**src/rtl/wb_reorder_buffer_pkg.sv**
```systemverilog
// Shared definitions for the writeback reorder buffer: slot states, sizing
// and the bit layout of a stored result word {info, id, so, data}.
package wb_reorder_buffer_pkg;

  localparam int INFO_LENGTH_DEF = 20;
  localparam int ORDER_ID_DEF    = 3;
  localparam int DATA_LENGTH_DEF = 512;
  localparam int TAG_WIDTH_DEF   = 3;

  typedef enum logic [1:0] {
    SLOT_FREE = 2'd0,
    SLOT_PEND = 2'd1,
    SLOT_DONE = 2'd2
  } slot_state_e;

  function automatic int rob_depth(input int tag_width);
    return 1 << tag_width;
  endfunction

  function automatic int rob_word_width(input int info_length, input int order_id,
                                        input int data_length);
    return info_length + order_id + 1 + data_length;
  endfunction

  // Payload occupies the LSBs, so sits directly above it, then id, then info.
  function automatic int rob_so_pos(input int data_length);
    return data_length;
  endfunction

  function automatic int rob_id_lsb(input int data_length);
    return data_length + 1;
  endfunction

  function automatic int rob_info_lsb(input int order_id, input int data_length);
    return data_length + 1 + order_id;
  endfunction

endpackage

```
**src/rtl/wb_reorder_buffer_if.sv**
```systemverilog
// Bundle of the allocation, lookup-result and writeback signals of the ROB.
interface wb_reorder_buffer_if
  import wb_reorder_buffer_pkg::*;
#(
  parameter int info_length = INFO_LENGTH_DEF,
  parameter int order_id    = ORDER_ID_DEF,
  parameter int data_length = DATA_LENGTH_DEF,
  parameter int tag_width   = TAG_WIDTH_DEF
);
  logic                   alloc_req;
  logic                   alloc_gnt;
  logic [tag_width-1:0]   alloc_tag;

  logic                   lkp_vld;
  logic [tag_width-1:0]   lkp_tag;
  logic [info_length-1:0] lkp_info;
  logic [order_id-1:0]    lkp_id;
  logic                   lkp_so;
  logic [data_length-1:0] lkp_data;

  logic                   output_busy_0;
  logic                   reg0_wb_valid;
  logic [info_length-1:0] reg0_wb_info;
  logic [order_id-1:0]    reg0_wb_id;
  logic                   reg0_wb_so;
  logic [data_length-1:0] reg_data_o;

  logic [tag_width:0]     rob_cnt;
  logic                   err_tag;

  modport slave (
    input  alloc_req, lkp_vld, lkp_tag, lkp_info, lkp_id, lkp_so, lkp_data, output_busy_0,
    output alloc_gnt, alloc_tag, reg0_wb_valid, reg0_wb_info, reg0_wb_id, reg0_wb_so,
           reg_data_o, rob_cnt, err_tag
  );

  modport master (
    output alloc_req, lkp_vld, lkp_tag, lkp_info, lkp_id, lkp_so, lkp_data, output_busy_0,
    input  alloc_gnt, alloc_tag, reg0_wb_valid, reg0_wb_info, reg0_wb_id, reg0_wb_so,
           reg_data_o, rob_cnt, err_tag
  );

endinterface

```
**src/rtl/wb_rob_mem.sv**
```systemverilog
// Result storage: one synchronous write port, one combinational read port
// addressed by the head index. Contents are not reset.
module wb_rob_mem
  import wb_reorder_buffer_pkg::*;
#(
  parameter int addr_width = TAG_WIDTH_DEF,
  parameter int depth      = rob_depth(addr_width),
  parameter int word_width = rob_word_width(INFO_LENGTH_DEF, ORDER_ID_DEF, DATA_LENGTH_DEF)
) (
  input  logic                  clk,
  input  logic                  we,
  input  logic [addr_width-1:0] wr_addr,
  input  logic [word_width-1:0] wr_word,
  input  logic [addr_width-1:0] rd_addr,
  output logic [word_width-1:0] rd_word
);

  logic [word_width-1:0] mem_reg [depth];

  always_ff @(posedge clk) begin
    if (we) begin
      mem_reg[wr_addr] <= wr_word;
    end
  end

  assign rd_word = mem_reg[rd_addr];

endmodule

```
**src/rtl/wb_reorder_buffer.sv**
```systemverilog
// Writeback reorder buffer: hands out tags in arrival order, captures
// out-of-order results and pushes them to the output FIFO in tag order.
module wb_reorder_buffer
  import wb_reorder_buffer_pkg::*;
#(
  parameter int info_length = INFO_LENGTH_DEF,
  parameter int order_id    = ORDER_ID_DEF,
  parameter int data_length = DATA_LENGTH_DEF,
  parameter int tag_width   = TAG_WIDTH_DEF
) (
  input  logic clk,
  input  logic rst,
  wb_reorder_buffer_if.slave bus
);

  localparam int DEPTH    = rob_depth(tag_width);
  localparam int PTR_W    = tag_width + 1;
  localparam int WORD_W   = rob_word_width(info_length, order_id, data_length);
  localparam int SO_POS   = rob_so_pos(data_length);
  localparam int ID_LSB   = rob_id_lsb(data_length);
  localparam int INFO_LSB = rob_info_lsb(order_id, data_length);
  localparam logic [PTR_W-1:0] DEPTH_CNT = PTR_W'(DEPTH);
  localparam logic [PTR_W-1:0] PTR_ONE   = PTR_W'(1);

  logic [PTR_W-1:0]     alloc_ptr_reg, alloc_ptr_next;
  logic [PTR_W-1:0]     head_ptr_reg, head_ptr_next;
  logic [PTR_W-1:0]     rob_cnt;
  logic [tag_width-1:0] alloc_idx, head_idx;
  slot_state_e          slot_state_reg  [DEPTH];
  slot_state_e          slot_state_next [DEPTH];
  logic                 err_tag_reg, err_tag_next;

  logic                 alloc_fire, capture_fire, bad_result, retire_fire;
  logic [DEPTH-1:0]     alloc_hit, capture_hit, retire_hit;
  logic [WORD_W-1:0]    wr_word, head_word;

  assign alloc_idx = alloc_ptr_reg[tag_width-1:0];
  assign head_idx  = head_ptr_reg[tag_width-1:0];
  assign rob_cnt   = alloc_ptr_reg - head_ptr_reg;

  // Reset gates the grant directly so alloc_gnt drops without waiting for an edge.
  assign alloc_fire   = rst && bus.alloc_req && (rob_cnt < DEPTH_CNT);
  assign capture_fire = bus.lkp_vld && (slot_state_reg[bus.lkp_tag] == SLOT_PEND);
  assign bad_result   = bus.lkp_vld && (slot_state_reg[bus.lkp_tag] != SLOT_PEND);
  assign retire_fire  = (slot_state_reg[head_idx] == SLOT_DONE) && !bus.output_busy_0;

  genvar gi;
  generate
    for (gi = 0; gi < DEPTH; gi++) begin : g_slot_hit
      assign alloc_hit[gi]   = alloc_fire   && (alloc_idx   == tag_width'(gi));
      assign capture_hit[gi] = capture_fire && (bus.lkp_tag == tag_width'(gi));
      assign retire_hit[gi]  = retire_fire  && (head_idx    == tag_width'(gi));
    end
  endgenerate

  // The three events can only ever target distinct slots: allocation hits a
  // FREE slot, capture a PEND slot and retire a DONE slot.
  always_comb begin
    for (int i = 0; i < DEPTH; i++) begin
      slot_state_next[i] = slot_state_reg[i];
      if (alloc_hit[i]) begin
        slot_state_next[i] = SLOT_PEND;
      end else if (capture_hit[i]) begin
        slot_state_next[i] = SLOT_DONE;
      end else if (retire_hit[i]) begin
        slot_state_next[i] = SLOT_FREE;
      end
    end
    alloc_ptr_next = alloc_ptr_reg;
    head_ptr_next  = head_ptr_reg;
    err_tag_next   = err_tag_reg;
    if (alloc_fire) begin
      alloc_ptr_next = alloc_ptr_reg + PTR_ONE;
    end
    if (retire_fire) begin
      head_ptr_next = head_ptr_reg + PTR_ONE;
    end
    if (bad_result) begin
      err_tag_next = 1'b1;
    end
  end

  always_ff @(posedge clk or negedge rst) begin
    if (!rst) begin
      for (int i = 0; i < DEPTH; i++) begin
        slot_state_reg[i] <= SLOT_FREE;
      end
      alloc_ptr_reg <= '0;
      head_ptr_reg  <= '0;
      err_tag_reg   <= 1'b0;
    end else begin
      for (int i = 0; i < DEPTH; i++) begin
        slot_state_reg[i] <= slot_state_next[i];
      end
      alloc_ptr_reg <= alloc_ptr_next;
      head_ptr_reg  <= head_ptr_next;
      err_tag_reg   <= err_tag_next;
    end
  end

  assign wr_word = {bus.lkp_info, bus.lkp_id, bus.lkp_so, bus.lkp_data};

  wb_rob_mem #(
    .addr_width (tag_width),
    .depth      (DEPTH),
    .word_width (WORD_W)
  ) u_mem (
    .clk     (clk),
    .we      (capture_fire),
    .wr_addr (bus.lkp_tag),
    .wr_word (wr_word),
    .rd_addr (head_idx),
    .rd_word (head_word)
  );

  assign bus.alloc_gnt     = alloc_fire;
  assign bus.alloc_tag     = alloc_idx;
  assign bus.reg0_wb_valid = retire_fire;
  assign bus.reg0_wb_info  = head_word[INFO_LSB +: info_length];
  assign bus.reg0_wb_id    = head_word[ID_LSB +: order_id];
  assign bus.reg0_wb_so    = head_word[SO_POS];
  assign bus.reg_data_o    = head_word[data_length-1:0];
  assign bus.rob_cnt       = rob_cnt;
  assign bus.err_tag       = err_tag_reg;

endmodule

```
**src/flat_wrapper.sv**
```systemverilog
// flat-port wrapper written by rule: the top's interface ports become plain ports
module wb_reorder_buffer_flat import wb_reorder_buffer_pkg::*;
#(
  parameter int info_length = INFO_LENGTH_DEF,
  parameter int order_id    = ORDER_ID_DEF,
  parameter int data_length = DATA_LENGTH_DEF,
  parameter int tag_width   = TAG_WIDTH_DEF
)
  (clk, rst, bus_alloc_req, bus_lkp_vld, bus_lkp_tag, bus_lkp_info, bus_lkp_id, bus_lkp_so, bus_lkp_data, bus_output_busy_0, bus_alloc_gnt, bus_alloc_tag, bus_reg0_wb_valid, bus_reg0_wb_info, bus_reg0_wb_id, bus_reg0_wb_so, bus_reg_data_o, bus_rob_cnt, bus_err_tag);
  wb_reorder_buffer_if #(.info_length(info_length), .order_id(order_id), .data_length(data_length), .tag_width(tag_width)) bus_i ();
  input  logic clk;
  input  logic rst;
  input wire logic [$bits(bus_i.alloc_req)-1:0] bus_alloc_req;
  input wire logic [$bits(bus_i.lkp_vld)-1:0] bus_lkp_vld;
  input wire logic [$bits(bus_i.lkp_tag)-1:0] bus_lkp_tag;
  input wire logic [$bits(bus_i.lkp_info)-1:0] bus_lkp_info;
  input wire logic [$bits(bus_i.lkp_id)-1:0] bus_lkp_id;
  input wire logic [$bits(bus_i.lkp_so)-1:0] bus_lkp_so;
  input wire logic [$bits(bus_i.lkp_data)-1:0] bus_lkp_data;
  input wire logic [$bits(bus_i.output_busy_0)-1:0] bus_output_busy_0;
  output wire logic [$bits(bus_i.alloc_gnt)-1:0] bus_alloc_gnt;
  output wire logic [$bits(bus_i.alloc_tag)-1:0] bus_alloc_tag;
  output wire logic [$bits(bus_i.reg0_wb_valid)-1:0] bus_reg0_wb_valid;
  output wire logic [$bits(bus_i.reg0_wb_info)-1:0] bus_reg0_wb_info;
  output wire logic [$bits(bus_i.reg0_wb_id)-1:0] bus_reg0_wb_id;
  output wire logic [$bits(bus_i.reg0_wb_so)-1:0] bus_reg0_wb_so;
  output wire logic [$bits(bus_i.reg_data_o)-1:0] bus_reg_data_o;
  output wire logic [$bits(bus_i.rob_cnt)-1:0] bus_rob_cnt;
  output wire logic [$bits(bus_i.err_tag)-1:0] bus_err_tag;
  assign bus_i.alloc_req = bus_alloc_req;
  assign bus_i.lkp_vld = bus_lkp_vld;
  assign bus_i.lkp_tag = bus_lkp_tag;
  assign bus_i.lkp_info = bus_lkp_info;
  assign bus_i.lkp_id = bus_lkp_id;
  assign bus_i.lkp_so = bus_lkp_so;
  assign bus_i.lkp_data = bus_lkp_data;
  assign bus_i.output_busy_0 = bus_output_busy_0;
  assign bus_alloc_gnt = bus_i.alloc_gnt;
  assign bus_alloc_tag = bus_i.alloc_tag;
  assign bus_reg0_wb_valid = bus_i.reg0_wb_valid;
  assign bus_reg0_wb_info = bus_i.reg0_wb_info;
  assign bus_reg0_wb_id = bus_i.reg0_wb_id;
  assign bus_reg0_wb_so = bus_i.reg0_wb_so;
  assign bus_reg_data_o = bus_i.reg_data_o;
  assign bus_rob_cnt = bus_i.rob_cnt;
  assign bus_err_tag = bus_i.err_tag;
  wb_reorder_buffer #(.info_length(info_length), .order_id(order_id), .data_length(data_length), .tag_width(tag_width)) u_core (.clk(clk), .rst(rst), .bus(bus_i));
endmodule
```
**config.mk**
```make
export PLATFORM = sky130hd
export DESIGN_NAME = wb_reorder_buffer_flat
export DESIGN_NICKNAME = d
export VERILOG_FILES = /design/src/rtl/wb_reorder_buffer_pkg.sv /design/src/rtl/wb_reorder_buffer_if.sv /design/src/rtl/wb_rob_mem.sv /design/src/rtl/wb_reorder_buffer.sv /design/src/flat_wrapper.sv
export SDC_FILE = /design/constraint.sdc
export NUM_CORES = 2
export LEC_CHECK = 0
export ABC_AREA = 0
export CORE_MARGIN = 1
export CORE_UTILIZATION = 55
export CTS_BUF_LIST = sky130_fd_sc_hd__clkbuf_8
export CTS_CLUSTER_DIAMETER = 80
export CTS_CLUSTER_SIZE = 8
export DETAILED_ROUTE_END_ITERATION = 10
export GPL_ROUTABILITY_DRIVEN = 0
export GPL_TIMING_DRIVEN = 0
export PLACE_DENSITY = 0.75
export SYNTH_ARGS = -nofsm -noshare
export SYNTH_HDL_FRONTEND = slang
export SYNTH_HIERARCHICAL = 1
export SYNTH_MEMORY_MAX_BITS = 65536
export SYNTH_SLANG_ARGS = --single-unit
```
**constraint.sdc**
```tcl
create_clock -name clk -period 43 [get_ports clk]
set_input_delay 8.6 -clock clk [delete_from_list [all_inputs] [get_ports clk]]
set_output_delay 8.6 -clock clk [all_outputs]
set_load 0.03 [all_outputs]
```
==> run summary <==
status: complete, but fails checks
failing checks: max-capacitance violations, max-slew violations
syn nets: 6939
layout cells sized above 1: 0.319
Worst-Margin Slew: 1.52 ns
Mapped Cells: 6379
Port Buffers: 1089
core area: 0.292 sq mm
setup violators final: 0
nets@finish: 8883
period utilisation layout: 0.472
Critical Path AT: 11.69 ns
HPWL Detailed: 271000 um
Root Buffer: clkbuf_8
CTS clk-pin slew, worst paths: 0.06 ns
Final Max Tran Viols: 11
number of global-route vias before repair: 78809
TritonCTS Buffers: 610
vias per cell: 6.18
H-Tree Depth: 6
mapped cell area: 0.162 sq mm
drc violations: 0
TritonCTS clock tree: yes
initial core utilization: 0.555
setup TNS: 0 ns
initial antenna violation count: 172
total power: 11900 uW
clock tree buffer depth: 4
Peak VDD IR: 0.0000526 V
CTS resizes: 0
die area: 0.297 sq mm
later-pin clock latency in the skew report: 1.19 ns
Seq cells post-synth: 4313
Hold Path End: u_core/alloc_ptr_reg[3]$_DFFE_PN0N_
CP Max Fanout: 27
ANT nets after route: 0
leak pwr: 0.0598 uW
startpoint types: primary input
Yosys cell types: 50
minimum clock period: 20.29 ns
Post-synth ARST share: 0.00580
Vias: 76515
RSZ-0062 raised after global routing: no
final clock skew: 0.0712 ns
Die Width: 545 um
Iter 0 DRT Violations: 8018
Post CTS Setup Buffer Count: 0
# hold bufs at CTS: 0
non-filler cells, final: 12377
Multi-input gate area: 0.0313 sq mm
cells on worst reg2reg path: 13
top_reg_cell synth: edfxtp_1
sequential area share after synthesis: 0.798
num ports: 1090
first-pass GRT wire length: 559000 um
Reg-to-Reg End: u_core/u_mem/mem_reg[7][258]$_DFFE_PP_
WP data required: 34.40 ns
Placed Cells: 11611
Row Count: 198
CTS Sinks: 4313
synthesized area per cell: 25.4 sq um
Reg area: 0.129 sq mm
gr usage total: 0.265
largest net degree at the start of global routing: 28
critical path type: in -> out
Fmax achieved: 0.0493 GHz
max_cap viols: 1
R2R setup slack: 38.67 ns
final hold vios: 0
Hold Crit Class: reg -> reg
WL final: 396000 um
GRT overflow: 0
Die Y: 545 um
YS warnings: 6
Wirelength per Cell: 32.0 um
Layout fillers: 17698
EDFF count, synth: 4288
max FFs per register: 4288
hold_sp: u_core/alloc_ptr_reg[3]$_DFFE_PN0N_
Max-slew headroom: -0.0146
Setup crit end kind: primary output
power per cell area: 61.7 mW/mm^2
Area Growth Syn to Fin: 18.9%
R2R Path Start: u_core/slot_state_reg[7]$_DFFE_PN0P_
drt first pass iters: 5
depth of the worst hold-timing path: 1
cell families (layout without fill, tap and decap cells):
kind of cell             count (synthesis)  count (layout)  synth area share
flip-flops                            4313            4313             0.798
multiplexers                          1614            1614             0.187
buffers and inverters                  321            2342           0.00889
AND/OR/NAND/NOR                         68              68           0.00241
AO/OA/AOI/OAI                           40              40           0.00188
adder cells (fa/ha/maj)                 16              16           0.00128
XOR/XNOR                                 7               7          0.000378
other                                    0              77                 0
cells in the mapped netlist (2+ instances only):
| cell type | number | area share |
|---|---|---|
| buf_4 | 3 | 0.00014 |
| inv_1 | 12 | 0.00028 |
| o21ai_0 | 4 | 0.00012 |
| nand2_1 | 10 | 0.00023 |
| buf_2 | 114 | 0.0035 |
| a21oi_1 | 5 | 0.00015 |
| mux2_2 | 537 | 0.037 |
| a32oi_1 | 2 | 0.00011 |
| and2_1 | 4 | 0.00015 |
| nor3_1 | 7 | 0.00022 |
| edfxtp_1 | 4288 | 0.79 |
| nor2_1 | 7 | 0.00016 |
| or2_2 | 2 | 0.000077 |
| o2bb2ai_1 | 4 | 0.00022 |
| xor2_1 | 4 | 0.00022 |
| nand3_1 | 3 | 0.000093 |
| o311a_1 | 2 | 0.00012 |
| nand3b_1 | 2 | 0.000093 |
| buf_6 | 11 | 0.00076 |
| nand4_1 | 3 | 0.00012 |
| nand2b_1 | 12 | 0.00046 |
| xnor2_1 | 3 | 0.00016 |
| a22oi_1 | 4 | 0.00019 |
| nor2b_1 | 11 | 0.00042 |
| buf_1 | 23 | 0.00053 |
| mux4_2 | 1076 | 0.15 |
| o31ai_1 | 6 | 0.00028 |
| ha_1 | 15 | 0.0012 |
| clkbuf_1 | 157 | 0.0036 |
| dfrtp_1 | 25 | 0.0039 |
| nand4b_1 | 4 | 0.00022 |
stage by stage:
stage	setup slack, ns	utilization	area, sq um	hold WS (ns)
6_report	22.71	0.660	193000	0.488
5_1_grt	22.46	0.659	193000	0.520
4_1_cts	22.65	0.659	193000	0.491
3_5_place_dp	22.67	0.627	183000	0.480
3_3_place_gp	-14.22	0.609	178000	0.476
2_1_floorplan	9.81	-	162000	0.460
final cells by class:
class	instances	share of cell area
Multi-Input combinational cell	1745	0.163
Antenna cell	77	0.00100
Clock inverter	77	0.00464
Buffer	308	0.00731
Sequential cell	4313	0.671
Timing Repair Buffer	1332	0.0837
Tap cell	3900	0.0253
Clock buffer	612	0.0437
Inverter	13	0.000253
how the worst max path moves through the flow:
stage / cells past startpoint / endpoint / slack (ns) / start
2_1_floorplan: 6 / u_core/u_mem/mem_reg[1][0]$_DFFE_PP_ / 9.81 / bus_lkp_tag[1]
3_3_place_gp: 7 / u_core/u_mem/mem_reg[5][250]$_DFFE_PP_ / -14.22 / bus_lkp_tag[1]
3_5_place_dp: 6 / bus_alloc_gnt / 22.67 / rst
4_1_cts: 6 / bus_alloc_gnt / 22.65 / rst
5_1_grt: 6 / bus_alloc_gnt / 22.46 / rst
6_report: 6 / bus_alloc_gnt / 22.71 / rst
metal layers:
| metal | up-vias | GRT usage | part of all wire |
|---|---|---|---|
| met2 | 3851 | 0.413 | 0.48 |
| met1 | 40408 | 0.342 | 0.37 |
| li1 | 31282 | - | - |
| met3 | 818 | 0.0994 | 0.12 |
| met5 | - | 0 | 0.0025 |
| met4 | 156 | 0.103 | 0.036 |
power breakdown:
part           internal (uW)  switching (uW)
registers               4760            33.9
logic                   1880            2450
clock network           1310            1450
worst max-delay path, stage by stage:
cell	delay, ns
clkdlybuf4s50_1	1.27
nand2_1	0.17
a211o_1	0.31
nand2_1	0.14
buf_2	0.26
clkdlybuf4s50_1	0.90
cells in the final DEF (no fill, tap or decap), types with 5 or more instances in the layout:
master	instances
edfxtp_1	4288
clkdlybuf4s50_1	1089
mux4_2	1076
clkbuf_8	612
mux2_2	537
clkbuf_1	144
buf_12	135
buf_2	114
diode_2	77
buf_16	73
buf_8	35
inv_1	28
dfrtp_1	25
buf_1	23
inv_12	19
inv_8	15
ha_1	15
clkbuf_2	13
nand2b_1	12
nor2b_1	11
buf_6	11
clkinv_8	10
inv_6	10
nand2_1	10
o31ai_1	6
nor2_4	6
a21oi_1	5
nor3_1	5
No activity file was read; power rests on OpenSTA's default activity.
